===== src/rtl/video_types_pkg.sv =====
// video_types: shared LCD mode encoding and default DMG-style timing constants.
package video_types;

    typedef enum logic [1:0] {
        HBLANK = 2'd0,
        VBLANK = 2'd1,
        OAM    = 2'd2,
        XFER   = 2'd3
    } lcd_mode_t;

    localparam int DEF_DOTS_PER_LINE = 456;
    localparam int DEF_VISIBLE_LINES = 144;
    localparam int DEF_TOTAL_LINES   = 154;
    localparam int DEF_OAM_DOTS      = 80;
    localparam int DEF_XFER_DOTS     = 172;

endpackage


===== src/rtl/lcd_timing_gen.sv =====
// lcd_timing_gen: dot/line counters, mode decode, draw/vblank/STAT strobes.
// Optional LY==LYC compare is built only when LCD_LYC_COMPARE_EN is defined.
module lcd_timing_gen
    import video_types::*;
#(
    parameter int DOTS_PER_LINE = DEF_DOTS_PER_LINE,
    parameter int VISIBLE_LINES = DEF_VISIBLE_LINES,
    parameter int TOTAL_LINES   = DEF_TOTAL_LINES,
    parameter int OAM_DOTS      = DEF_OAM_DOTS,
    parameter int XFER_DOTS     = DEF_XFER_DOTS
) (
    input  logic       clk,
    input  logic       reset,
    input  logic       lcd_enable,
    input  logic [7:0] lyc,
    input  logic [3:0] stat_ie,
    output logic       drawline,
    output logic [7:0] ly,
    output logic [1:0] mode,
    output logic       lyc_match,
    output logic       vblank_irq,
    output logic       stat_irq
);

    localparam int DW = $clog2(DOTS_PER_LINE);
    localparam logic [DW-1:0] DOT_LAST = DW'(DOTS_PER_LINE - 1);
    localparam logic [DW-1:0] OAM_END  = DW'(OAM_DOTS);
    localparam logic [DW-1:0] XFER_END = DW'(OAM_DOTS + XFER_DOTS);
    localparam logic [7:0]    VIS      = 8'(VISIBLE_LINES);
    localparam logic [7:0]    LINE_LAST = 8'(TOTAL_LINES - 1);

    logic [DW-1:0] r_dot;
    logic [7:0]    r_line;
    logic          r_running;
    logic          r_stat_prev;
    lcd_mode_t     w_mode;
    logic          w_visible;
    logic          w_lyc_match;
    logic          w_lyc_stat;
    logic          w_stat_line;

    // Counters advance only once running was already set, so enable costs one idle cycle.
    always_ff @(posedge clk or posedge reset) begin
        if (reset) begin
            r_dot       <= '0;
            r_line      <= '0;
            r_running   <= 1'b0;
            r_stat_prev <= 1'b0;
        end else begin
            r_stat_prev <= w_stat_line;
            if (!lcd_enable) begin
                r_dot     <= '0;
                r_line    <= '0;
                r_running <= 1'b0;
            end else begin
                r_running <= 1'b1;
                if (r_running) begin
                    if (r_dot == DOT_LAST) begin
                        r_dot  <= '0;
                        r_line <= (r_line == LINE_LAST) ? 8'd0 : r_line + 8'd1;
                    end else begin
                        r_dot <= r_dot + 1'b1;
                    end
                end
            end
        end
    end

`ifdef LCD_LYC_COMPARE_EN
    assign w_lyc_match = r_running && (r_line == lyc);
    assign w_lyc_stat  = w_lyc_match & stat_ie[3];
`else
    logic w_unused_lyc;
    assign w_unused_lyc = ^{lyc, stat_ie[3]};
    assign w_lyc_match  = 1'b0;
    assign w_lyc_stat   = 1'b0;
`endif

    // Mode and STAT line decoded straight from registered state; STAT is silent while halted.
    always_comb begin
        w_visible   = r_line < VIS;
        w_mode      = !r_running ? HBLANK :
                      !w_visible ? VBLANK :
                      (r_dot < OAM_END)  ? OAM :
                      (r_dot < XFER_END) ? XFER : HBLANK;
        w_stat_line = r_running & (((w_mode == HBLANK) & stat_ie[0]) |
                                   ((w_mode == VBLANK) & stat_ie[1]) |
                                   ((w_mode == OAM)    & stat_ie[2]) |
                                   w_lyc_stat);
    end

    assign ly         = r_line;
    assign mode       = w_mode;
    assign lyc_match  = w_lyc_match;
    assign drawline   = r_running && w_visible && (r_dot == OAM_END);
    assign vblank_irq = r_running && (r_line == VIS) && (r_dot == '0);
    assign stat_irq   = w_stat_line & ~r_stat_prev;

endmodule


===== config.mk =====
export PLATFORM = sky130hd
export DESIGN_NAME = lcd_timing_gen
export DESIGN_NICKNAME = d
export VERILOG_FILES = /design/src/rtl/video_types_pkg.sv /design/src/rtl/lcd_timing_gen.sv
export SDC_FILE = /design/constraint.sdc
export NUM_CORES = 1
export LEC_CHECK = 0
export ABC_CLOCK_PERIOD_IN_PS = 2590
export CORE_UTILIZATION = 24
export DETAILED_ROUTE_END_ITERATION = 7
export GPL_TIMING_DRIVEN = 0
export HOLD_SLACK_MARGIN = 0.06
export SYNTH_ARGS = -nofsm -noshare
export SYNTH_HDL_FRONTEND = slang
export SYNTH_SLANG_ARGS = --single-unit

===== constraint.sdc =====
create_clock -name clk -period 2.59 [get_ports clk]
set_input_delay 0.518 -clock clk [delete_from_list [all_inputs] [get_ports clk]]
set_output_delay 0.518 -clock clk [all_outputs]
set_load 0.01 [all_outputs]

# After elaboration in Yosys (flattened, before gate mapping)
# Index checks and enable logic that the tools add are counted.
[classes]
addsub = 2
order_cmp = 3
n_eq_ne = 8
mux = 12
n_bitwise = 8
reduce_logical = 7
[ops]
columns = ["operator", "count"]
rows = [
  ["8-bit two-way mux", 4],
  ["9-bit two-way mux", 3],
  ["8-bit equality test, second input constant", 2],
  ["9-bit by 1-bit adder with 9-bit output, second input constant", 1],
  ["9-bit by 7-bit equality test with 1-bit output, second input constant", 1],
  ["9-bit equality test, second input constant", 1],
  ["9-bit zero test", 1],
  ["9-bit by 7-bit less-than comparator with 1-bit output, second input constant", 1],
  ["9-bit by 8-bit less-than comparator with 1-bit output, second input constant", 1],
  ["8-bit by 1-bit adder with 8-bit output, second input constant", 1],
  ["8-bit less-than comparator, second input constant", 1],
  ["2-bit two-way mux", 4],
  ["1-bit bitwise AND", 5],
  ["1-bit logical AND", 4],
  ["2-bit by 1-bit != test with 1-bit output, second input constant", 2],
  ["2-bit by 1-bit equality test with 1-bit output, second input constant", 1],
  ["2-bit equality test, second input constant", 1],
  ["2-bit zero test", 1],
  ["1-bit OR", 2],
  ["2-bit AND reduction", 1],
  ["1-bit two-way mux", 1],
  ["1-bit inverter", 1],
]
[word_totals]
ff_bits = 19
inputBits = 15
output_inout_bits = 14
wordCells = 44

# Logic depth before layout (Yosys ltp)
[depth]
ltp_word = 11
ltp_mapped = 5
ltp_nobuf = 5

# Least setup slack after synthesis
# Ideal clock, no wire load.
[synth_path]
path_kind = "register to output"
start = "reg r_dot[4]"
end = "out stat_irq"
arrival_time_ps = 1453
required_time_ps = 2072
setup_slack_ps = 619
path_stages_with_launch = 6
n_path_buf = 1
path_cell_list = "dfrtp_1 > buf_4 > or2_2 > a21oi_1 > nor4_1 > nor4_1"
[synth_via]
elab_chain_cells = 11
word_cells_on_any_way = 16
cone_classes = "order compare: 2; eq/ne: 2; mux: 4; bitwise: 7; reduce/logical: 1"
[synth_rtl]
columns = ["element", "line", "text"]
rows = [
  ["start, declared", "lcd_timing_gen.sv:32", "logic [DW-1:0] r_dot;"],
  ["start signal, assigned", "lcd_timing_gen.sv:62", "r_dot <= r_dot + 1'b1;"],
  ["9-bit by 8-bit less-than comparator with 1-bit output", "lcd_timing_gen.sv:85", "(r_dot < XFER_END) ? XFER : HBLANK;"],
  ["2-bit two-way mux", "lcd_timing_gen.sv:85", ""],
  ["2-bit two-way mux (*)", "lcd_timing_gen.sv:84", "(r_dot < OAM_END) ? OAM :"],
  ["2-bit two-way mux (*)", "lcd_timing_gen.sv:83", "!w_visible ? VBLANK :"],
  ["2-bit two-way mux (*)", "lcd_timing_gen.sv:82", "w_mode = !r_running ? HBLANK :"],
  ["2-bit by 1-bit equality test with 1-bit output or 2-bit zero test (tied branches)", "lcd_timing_gen.sv:87, lcd_timing_gen.sv:86", ""],
  ["1-bit bitwise AND (on tied branches)", "lcd_timing_gen.sv:87, lcd_timing_gen.sv:86", ""],
  ["1-bit OR", "lcd_timing_gen.sv:86", "w_stat_line = r_running & (((w_mode == HBLANK) & stat_ie[0]) |"],
  ["1-bit OR (*)", "lcd_timing_gen.sv:87", "((w_mode == VBLANK) & stat_ie[1]) |"],
  ["1-bit bitwise AND (*)", "lcd_timing_gen.sv:86", ""],
  ["1-bit bitwise AND (*)", "lcd_timing_gen.sv:97", "assign stat_irq = w_stat_line & ~r_stat_prev;"],
  ["end, declared", "lcd_timing_gen.sv:22", "output logic stat_irq"],
]
# Every way passes the cells marked *; elsewhere a longest branch is shown, timed or not.

# Worst setup path after layout
[layout_path]
start = "reg r_line[4], in the netlist ly[4]"
end = "out stat_irq"
[layout_via]
elab_chain_cells = 9
word_cells_on_any_way = 13
cone_classes = "order compare: 1; eq/ne: 2; mux: 2; bitwise: 7; reduce/logical: 1"
[layout_rtl]
columns = ["element", "line", "text"]
rows = [
  ["start, declared", "lcd_timing_gen.sv:33", "logic [7:0] r_line;"],
  ["start signal, assigned", "lcd_timing_gen.sv:60", "r_line <= (r_line == LINE_LAST) ? 8'd0 : r_line + 8'd1;"],
  ["8-bit less-than comparator (*)", "lcd_timing_gen.sv:81", "w_visible = r_line < VIS;"],
  ["2-bit two-way mux (*)", "lcd_timing_gen.sv:83", ""],
  ["2-bit two-way mux (*)", "lcd_timing_gen.sv:82", ""],
  ["2-bit by 1-bit equality test with 1-bit output or 2-bit zero test (tied branches)", "lcd_timing_gen.sv:87, lcd_timing_gen.sv:86", ""],
  ["1-bit bitwise AND (on tied branches)", "lcd_timing_gen.sv:87, lcd_timing_gen.sv:86", ""],
  ["1-bit OR", "lcd_timing_gen.sv:86", ""],
  ["1-bit OR (*)", "lcd_timing_gen.sv:87", ""],
  ["1-bit bitwise AND (*)", "lcd_timing_gen.sv:86", ""],
  ["1-bit bitwise AND (*)", "lcd_timing_gen.sv:97", ""],
]
# Marked as above.

==> metrics <==
root cell of the clock tree clkbuf_8; first-pass GRT wire length 4570 µm; largest family of logic cells by synthesized area simple AND/OR/NAND/NOR gates; pin count of the biggest net entering global routing 20; Main synth FF type dfrtp_1; antenna violations before repair 0; Post-CTS Hold Buffers 0; WL met2 1260 µm; I/O Pins 29; Fin Setup TNS 0 ns; Slew headroom 50.2%; Max Transition Viols Final 0; CP max stage cell dfrtp_1; Hold Startpoint r_dot[0]; final HPWL from detailed placement 2070 µm; sequential element share of the synthesized area 38.5%; Skew-Pair Late Insertion Delay 0.25 ns; syn_area_per_cell 9.01 µm²; EDFF count, synth 0; fmax 411 MHz; Tightest Pin Transition 0.746 ns; final setup vio count 0; RSZ-0062 raised after global routing no; crit path DAT 1.91 ns; Hold Crit Class reg2reg; Leak 0.660 nW; crit-path most repeated cell nor4_1; setup ws final 0.158 ns; Reg clk slew, reported paths 0.07 ns; critical path, cell by cell o31a_1, nor4_1, nor4_1, dlygate4sd2_1; kind of start point of the critical path flop; grt total ovfl 0; Synth async-reset ratio 100%; CP max FO 8; syn_nets 157; final hold viol count 0; CP peak stage delay 0.47 ns; Core ar. 4850 µm²; die width 73.7 µm; Setup Slack @ Placement 0.0472 ns; CTS buffer count 3; nets 180; XOR/XNOR share of the synthesized area 4.26%; #FFs+latches synth 19; buffer levels on the longest clock path 2; H-tree levels 1; PortBufs 18; share of cells above drive strength 1 8.81%; Compound-Gate Fraction of Synth Area 11.9%; FILL cells 513; Starting Density 25.5%; clock skew 0.000841 ns; Max Cap Violations 0; synthesized area 1230 µm²; routability cong. 0.805; Mapped Cells 137; Yosys cell types 42; most frequent cells in the layout dfrtp_1, nand2_1, clkdlybuf4s50_1; Simple-Gate Fraction of Synth Area 31.1%; YS warnings 0; final hold slack 0.574 ns; Setup CP Type reg2out; vias in the first global route 990; Max VDD drop 0.000150 V; Area growth syn-to-layout 25.5%; final worst path period need 2.43 ns; Routed WL per cell 12.4 µm; Initial DRT Pass Iterations 4; CTS sink count 19; Avg Vias per Cell 4.75; Detailed Route WL 2800 µm; status completed; metal3 WL 118 µm; WP data required 2.07 ns; Remaining DRCs 0; Rows 25; DIE HEIGHT 73.7 µm; post-route ant nets 0; Top Layer Used met4; final clock period utilization by the worst path 93.9%; First DRT Iteration DRCs 94; PwrDens 378 nW/µm²; post-synthesis adder-cell area fraction 5.07%; worst r2r src r_dot[0]; crit end category output port; CP startpoint ly[4]; CTS tree done; GRT Total Usage 10.9%; Metal-1 WL 1370 µm; commonest non-fill, non-tap cell in the layout dfrtp_1; vias 1,073; Die ar. 5440 µm²; n_diodes 0; post-synthesis mux area share 2.43%
-- cell families (layout without fill, tap and decap cells) --
logic type / after synthesis / count (layout)
adder cells (fa/ha/maj): 5 / 5
flip-flops: 19 / 19
other: 1 / 1
XOR/XNOR: 6 / 6
AND/OR/NAND/NOR: 67 / 67
AO/OA/AOI/OAI: 22 / 22
buffers and inverters: 14 / 36
multiplexers: 3 / 3
-- state kept, by name (all words and copies together) (netlist names) --
signal       cells
r_dot            9
ly               8
r_running        1
r_stat_prev      1
-- per-stage QoR --
stage / total power (W) / cells / utilization, % / area, µm²
6_report: 0.000586 / 226 / 32.0 / 1550
5_1_grt: 0.000612 / 226 / 32.0 / 1550
4_1_cts: 0.000594 / 226 / 31.8 / 1540
3_5_place_dp: 0.000382 / 222 / 30.9 / 1500
3_3_place_gp: 0.000382 / 222 / 30.9 / 1500
2_1_floorplan: 0.000353 / 137 / - / 1230
-- final timing paths --
| check | slack (ns) | endpoint | cells past startpoint |
|---|---|---|---|
| min reg2reg | 0.57 | r_dot[0] | 1 |
| max reg2reg | 0.73 | ly[6] | 5 |
| max | 0.16 | stat_irq | 4 |
| min in group asynchronous | 0.69 | ly[2] | 2 |
| max in group asynchronous | 1.44 | r_stat_prev | 2 |
| min | 0.57 | r_dot[0] | 1 |
-- per-layer routing --
metal  vias up  GRT usage (%)
li1        537              -
met1       498           15.5
met4         0           4.49
met3         7           2.47
met5         -              0
met2        31           15.9
-- synth_stat cells, drive strengths merged, types with 2 or more instances --
cell type / number / share of area [%]
a21o: 2 / 1.2
a21oi: 4 / 1.6
and3: 2 / 1.1
buf: 6 / 4.1
dfrtp: 19 / 39
ha: 5 / 5.1
inv: 8 / 2.4
mux2i: 3 / 2.4
nand2: 15 / 4.6
nand2b: 3 / 1.5
nand3: 7 / 3.2
nand4: 6 / 3.0
nor2: 11 / 3.3
nor2b: 2 / 1.0
nor3: 3 / 1.2
nor4: 3 / 1.5
nor4b: 5 / 4.8
o21ai: 5 / 2.0
o22ai: 2 / 1.0
o311ai: 2 / 1.4
o31ai: 2 / 1.2
or3: 3 / 1.5
xnor2: 2 / 1.4
xor2: 4 / 2.8
-- power breakdown --
group	total (W)	switching, W	leakage (nW)	internal (W)
sequential	0.000315	0.0000114	0.260	0.000303
clock	0.000211	0.000102	0.0228	0.000109
combinational	0.0000603	0.0000325	0.377	0.0000279
total	0.000586	0.000146	0.660	0.000441
-- what timing repair did --
action | 4_1_cts | 5_1_grt
resized for setup | 2 | 4
endpoints found under the setup margin | 2 | 3
buffers inserted | 0 | 0
-- final cells by class --
cell class,count,area (µm²),share of cell area (%)
buffer,6,50.0,3.23
clock buffer,4,45.0,2.91
inverter,8,30.0,1.94
multi-input combinational,104,683,44.1
sequential,19,475,30.7
tap,67,83.8,5.41
timing repair buffer,18,183,11.8
-- worst max-delay path: cells and delay by family (launching register included) --
family,cells,cell delay (ns)
flops,1,0.47
buf+inv,1,0.29
simple gates,2,0.51
compound gates,1,0.39
(Power assumes the default switching activity.)
==> variant 1: new RTL, config.mk and constraints unchanged <==
`DEF_DOTS_PER_LINE`: 456 -> 228.
--- a/src/rtl/video_types_pkg.sv
+++ b/src/rtl/video_types_pkg.sv
@@ -8,7 +8,7 @@
         XFER   = 2'd3
     } lcd_mode_t;
 
-    localparam int DEF_DOTS_PER_LINE = 456;
+    localparam int DEF_DOTS_PER_LINE = 228;
     localparam int DEF_VISIBLE_LINES = 144;
     localparam int DEF_TOTAL_LINES   = 154;
     localparam int DEF_OAM_DOTS      = 80;
Check against the original RTL: same outputs for any inputs over 10 cycles, from zero or initial values and one cycle with reset high; that may be too few to reach the edited logic, so the function may still have changed.
==> variant 1 against the unedited design <==
Sequential share of layout area shrank 0.58 points. Area after synthesis shrank 6.0%. Setup slack lost 0.050 ns. Sequential cell count shrank 1. Wire length shrank 3.2%. Final cell count shrank 12%. Hold slack lost 0.020 ns. Non-clock buffer count is the same. Fmax shrank 2.0%. Global-route usage grew 0.86 points. Cell area shrank 2.9%.
Power is not compared: it rests on default switching activity, and its combinational part moved more than twofold at a synthesized area within 25%.
==> variant 1: results (changes against the unedited design) <==
metric,value,unit,change
largest net degree at the start of global routing,19,,was 20
Clock Latency Late Sink,0.27,ns,was 0.25 ns
highest fanout seen on the critical path,7,,was 8
vias in the first global route,909,,was 990
post-DP HPWL,1.96,mm,was 2.07 mm
DP Area,1410,sq um,was 1500 sq um
Total Routing Usage GR,11.8,%,was 10.9%
Synthesized Nets,145,,was 157
sequential fraction of the synthesis area,38.8,%,was 38.5%
post-synthesis cell count,125,,was 137
Finished Layout Cells,200,,was 226
synth cell count leaders,"18 x dfrtp_1, 13 x nor2_1, 11 x nand2_1",,"was 19 x dfrtp_1, 15 x nand2_1, 11 x nor2_1"
fillers,482,,was 513
GP Congestion,0.751,,was 0.805
Worst path slowest cell,clkdlybuf4s50_1,,was dfrtp_1
"delay-heaviest family, CP",buffers and inverters,,was simple AND/OR/NAND/NOR gates
via/cell ratio,5.01,,was 4.75
fin nets,169,,was 180
number of DRC markers in iteration 0,34,,was 94
Crit path arrival time,1.96,ns,was 1.91 ns
Slew @ Worst Pin,0.698,ns,was 0.746 ns
status,"finished, final reports clean",,unchanged
crit-path max cell delay,0.53,ns,was 0.47 ns
post-layout util,33.4,%,was 32.0%
"top cells by area, synth","dfrtp_1 39%, ha_1 5.4%, nor2_1 4.2%",,"was dfrtp_1 39%, ha_1 5.1%, nand2_1 4.6%"
share of cells above drive strength 1,16.2,%,was 8.81%
dpl ws,-0.0791,ns,was 0.0472 ns
variant 1: cell count changes after synthesis, sizes merged, moves of 3 or more:
cell | unedited run | this run
nor4b | 5 | 2
nor4 | 3 | 0
nor2 | 11 | 14
a22o | 0 | 5
buf | 6 | 3
nand2 | 15 | 11
variant 1: final timing paths:
| check | slack [ns] | from | to | cells past startpoint |
|---|---|---|---|---|
| max | 0.11 | ly[6] | mode[1] | 5 |
| min | 0.55 | ly[0] | ly[0] | 1 |
| min reg2reg | 0.55 | ly[0] | ly[0] | 1 |
| max in group asynchronous | 1.45 | reset | r_dot[4] | 2 |
| max reg2reg | 0.69 | r_dot[0] | ly[5] | 5 |
| min in group asynchronous | 0.66 | reset | r_dot[1] | 2 |
variant 1: cells by family (layout without fill, tap and decap cells):
group	Yosys count	count (layout)	synth area share, %
compound gates	27	27	17.9
xor+xnor	4	4	3.02
fa+ha+maj	5	5	5.39
buf+inv	12	35	5.06
flops	18	18	38.8
mux	3	3	2.59
other cells	1	1	0.323
simple gates	55	55	26.9
variant 1: timing repair:
action | 4_1_cts | 5_1_grt
setup endpoints to repair | 5 | 3
endpoints found under the hold margin | 0 | 0
setup buffers | 0 | 2
hold buffers | 0 | 0
pin swaps | 1 | 1
gates resized for setup | 6 | 6
variant 1: cell type report:
type                    count  share of cell area [%]
multi-input cells          95                    45.5
well taps                  52                    4.32
inverters                   7                    1.75
flip-flops and latches     18                    30.1
plain buffers               4                    1.91
repair buffers             20                    12.8
clock buffers               4                    3.66
variant 1: layer usage:
| metal | up-vias | share of wire (%) | global-route usage [%] |
|---|---|---|---|
| met5 | - | 0 | 0 |
| met1 | 473 | 49 | 16.7 |
| met3 | 5 | 5.6 | 3.80 |
| met4 | 0 | 2.3 | 6.75 |
| li1 | 502 | - | - |
| met2 | 21 | 43 | 15.7 |
==> variant 2: new RTL, same settings <==
Without the edit above. Register the outputs `drawline`, `mode`, `lyc_match`, `vblank_irq` and `stat_irq`; this adds one clock of latency there. The other outputs are not delayed to match.
--- a/src/rtl/lcd_timing_gen.sv
+++ b/src/rtl/lcd_timing_gen.sv
@@ -90,11 +90,13 @@
     end
 
     assign ly         = r_line;
-    assign mode       = w_mode;
-    assign lyc_match  = w_lyc_match;
-    assign drawline   = r_running && w_visible && (r_dot == OAM_END);
-    assign vblank_irq = r_running && (r_line == VIS) && (r_dot == '0);
-    assign stat_irq   = w_stat_line & ~r_stat_prev;
+    always_ff @(posedge clk) begin
+        drawline   <= r_running && w_visible && (r_dot == OAM_END);
+        mode       <= w_mode;
+        lyc_match  <= w_lyc_match;
+        vblank_irq <= r_running && (r_line == VIS) && (r_dot == '0);
+        stat_irq   <= w_stat_line & ~r_stat_prev;
+    end
 
 endmodule
 
Formal check against the unedited RTL: not equivalent (a bounded check fails within 4 cycles, from zero or initial values and one cycle with reset high).
==> variant 2 against the unedited design <==
Sequential cell count is 5 higher. Critical path type unchanged. Wire length shrank 1.3%. Largest power group unchanged. Power is 18% higher. Global-route usage down 0.49 points. Count of clock-buffer cells in the layout is the same. Area after synthesis up 4.8%. Setup slack better by 0.57 ns. First-iteration DRC count shrank 19%. Cell area grew 4.3%.
==> variant 2: results (changes against the unedited design) <==
metric,value,unit,change
share of cells above drive strength 1,12.1,%,was 8.81%
Crit path arrival time,1.35,ns,was 1.91 ns
Worst Hold Launch,r_stat_prev,,was r_dot[0]
beginning of the worst register-to-register path,r_dot[1],,was r_dot[0]
"FFs w/ async S/R, synth",79.2,%,was 100%
net switching power,153,uW,was 146 uW
"delay-heaviest family, CP",buffers and inverters,,was simple AND/OR/NAND/NOR gates
Synthesized Nets,155,,was 157
WL final,2.76,mm,was 2.80 mm
post-synthesis cell count,135,,was 137
post-DP HPWL,1.91,mm,was 2.07 mm
dpl ws,0.483,ns,was 0.0472 ns
first-pass GRT wire length,4.53,mm,was 4.57 mm
via/cell ratio,4.81,,was 4.75
vias in the first global route,957,,was 990
fillers,555,,was 513
hold endpoint,stat_irq,,was r_dot[0]
crit-path max cell delay,0.59,ns,was 0.47 ns
status,"finished, final reports clean",,unchanged
number of DRC markers in iteration 0,76,,was 94
reg-to-reg endpoint,ly[6],,unchanged
sequential fraction of the synthesis area,44.5,%,was 38.5%
synth cell count leaders,"19 x dfrtp_1, 14 x nor2_1, 11 x nand2_1",,"was 19 x dfrtp_1, 15 x nand2_1, 11 x nor2_1"
worst hold slack,0.411,ns,was 0.574 ns
DP Area,1560,sq um,was 1500 sq um
fin nets,178,,was 180
Total Routing Usage GR,10.5,%,was 10.9%
Worst path slowest cell,clkdlybuf4s50_1,,was dfrtp_1
static leakage,0.623,nW,was 0.660 nW
post-synth cell types,46,,was 42
highest fanout seen on the critical path,7,,was 8
Worst IR Drop VDD,0.158,mV,was 0.150 mV
Slew @ Worst Pin,0.763,ns,was 0.746 ns
GP Congestion,0.775,,was 0.805
cell count after placement,223,,was 222
variant 2: how the worst max path moves through the flow:
stage	startpoint	endpoint	slack [ns]
6_report	ly[4]	ly[4]	0.73
5_1_grt	ly[4]	ly[4]	0.66
4_1_cts	ly[4]	ly[4]	0.72
3_5_place_dp	lcd_enable	r_dot[7]	0.48
3_3_place_gp	lcd_enable	r_dot[7]	0.49
2_1_floorplan	r_dot[1]	ly[6]	1.08
variant 2: cell type report:
cell class,instances,area (sq um),area share (%)
multi-input combinational,97,648,40.1
sequential,24,576,35.6
timing repair buffer,18,180,11.1
tap,70,87.6,5.42
clock buffer,4,55.1,3.41
buffer,5,36.3,2.24
inverter,9,33.8,2.09
variant 2: kinds of logic (layout without fill, tap and decap cells):
| logic type | after synthesis | in the layout | share of synthesized area [%] |
|---|---|---|---|
| buffers and inverters | 14 | 36 | 5.42 |
| xor gates and xnor gates | 5 | 5 | 3.38 |
| and+or+nand+nor | 59 | 59 | 25.5 |
| DFF | 24 | 24 | 44.5 |
| AOI/OAI and AO/OA | 24 | 24 | 13.5 |
| adders and majority gates | 5 | 5 | 4.84 |
| muxes | 3 | 3 | 2.51 |
| other | 1 | 1 | 0.290 |
variant 2: routing by layer:
metal | up-vias | wire, um | track usage (%)
met5 | - | 0 | 0
met4 | 0 | 58 | 4.94
met3 | 6 | 154 | 2.12
met2 | 40 | 1240 | 15.7
met1 | 518 | 1300 | 14.4
li1 | 528 | - | -
variant 2: power groups by stage:
stage	Sequential, mW	Clock [mW]	Combinational, mW
2_1_floorplan	0.391	0	0.0314
3_3_place_gp	0.391	0	0.0526
3_5_place_dp	0.391	0	0.0531
4_1_cts	0.383	0.262	0.0536
5_1_grt	0.384	0.271	0.0595
6_report	0.383	0.256	0.0528
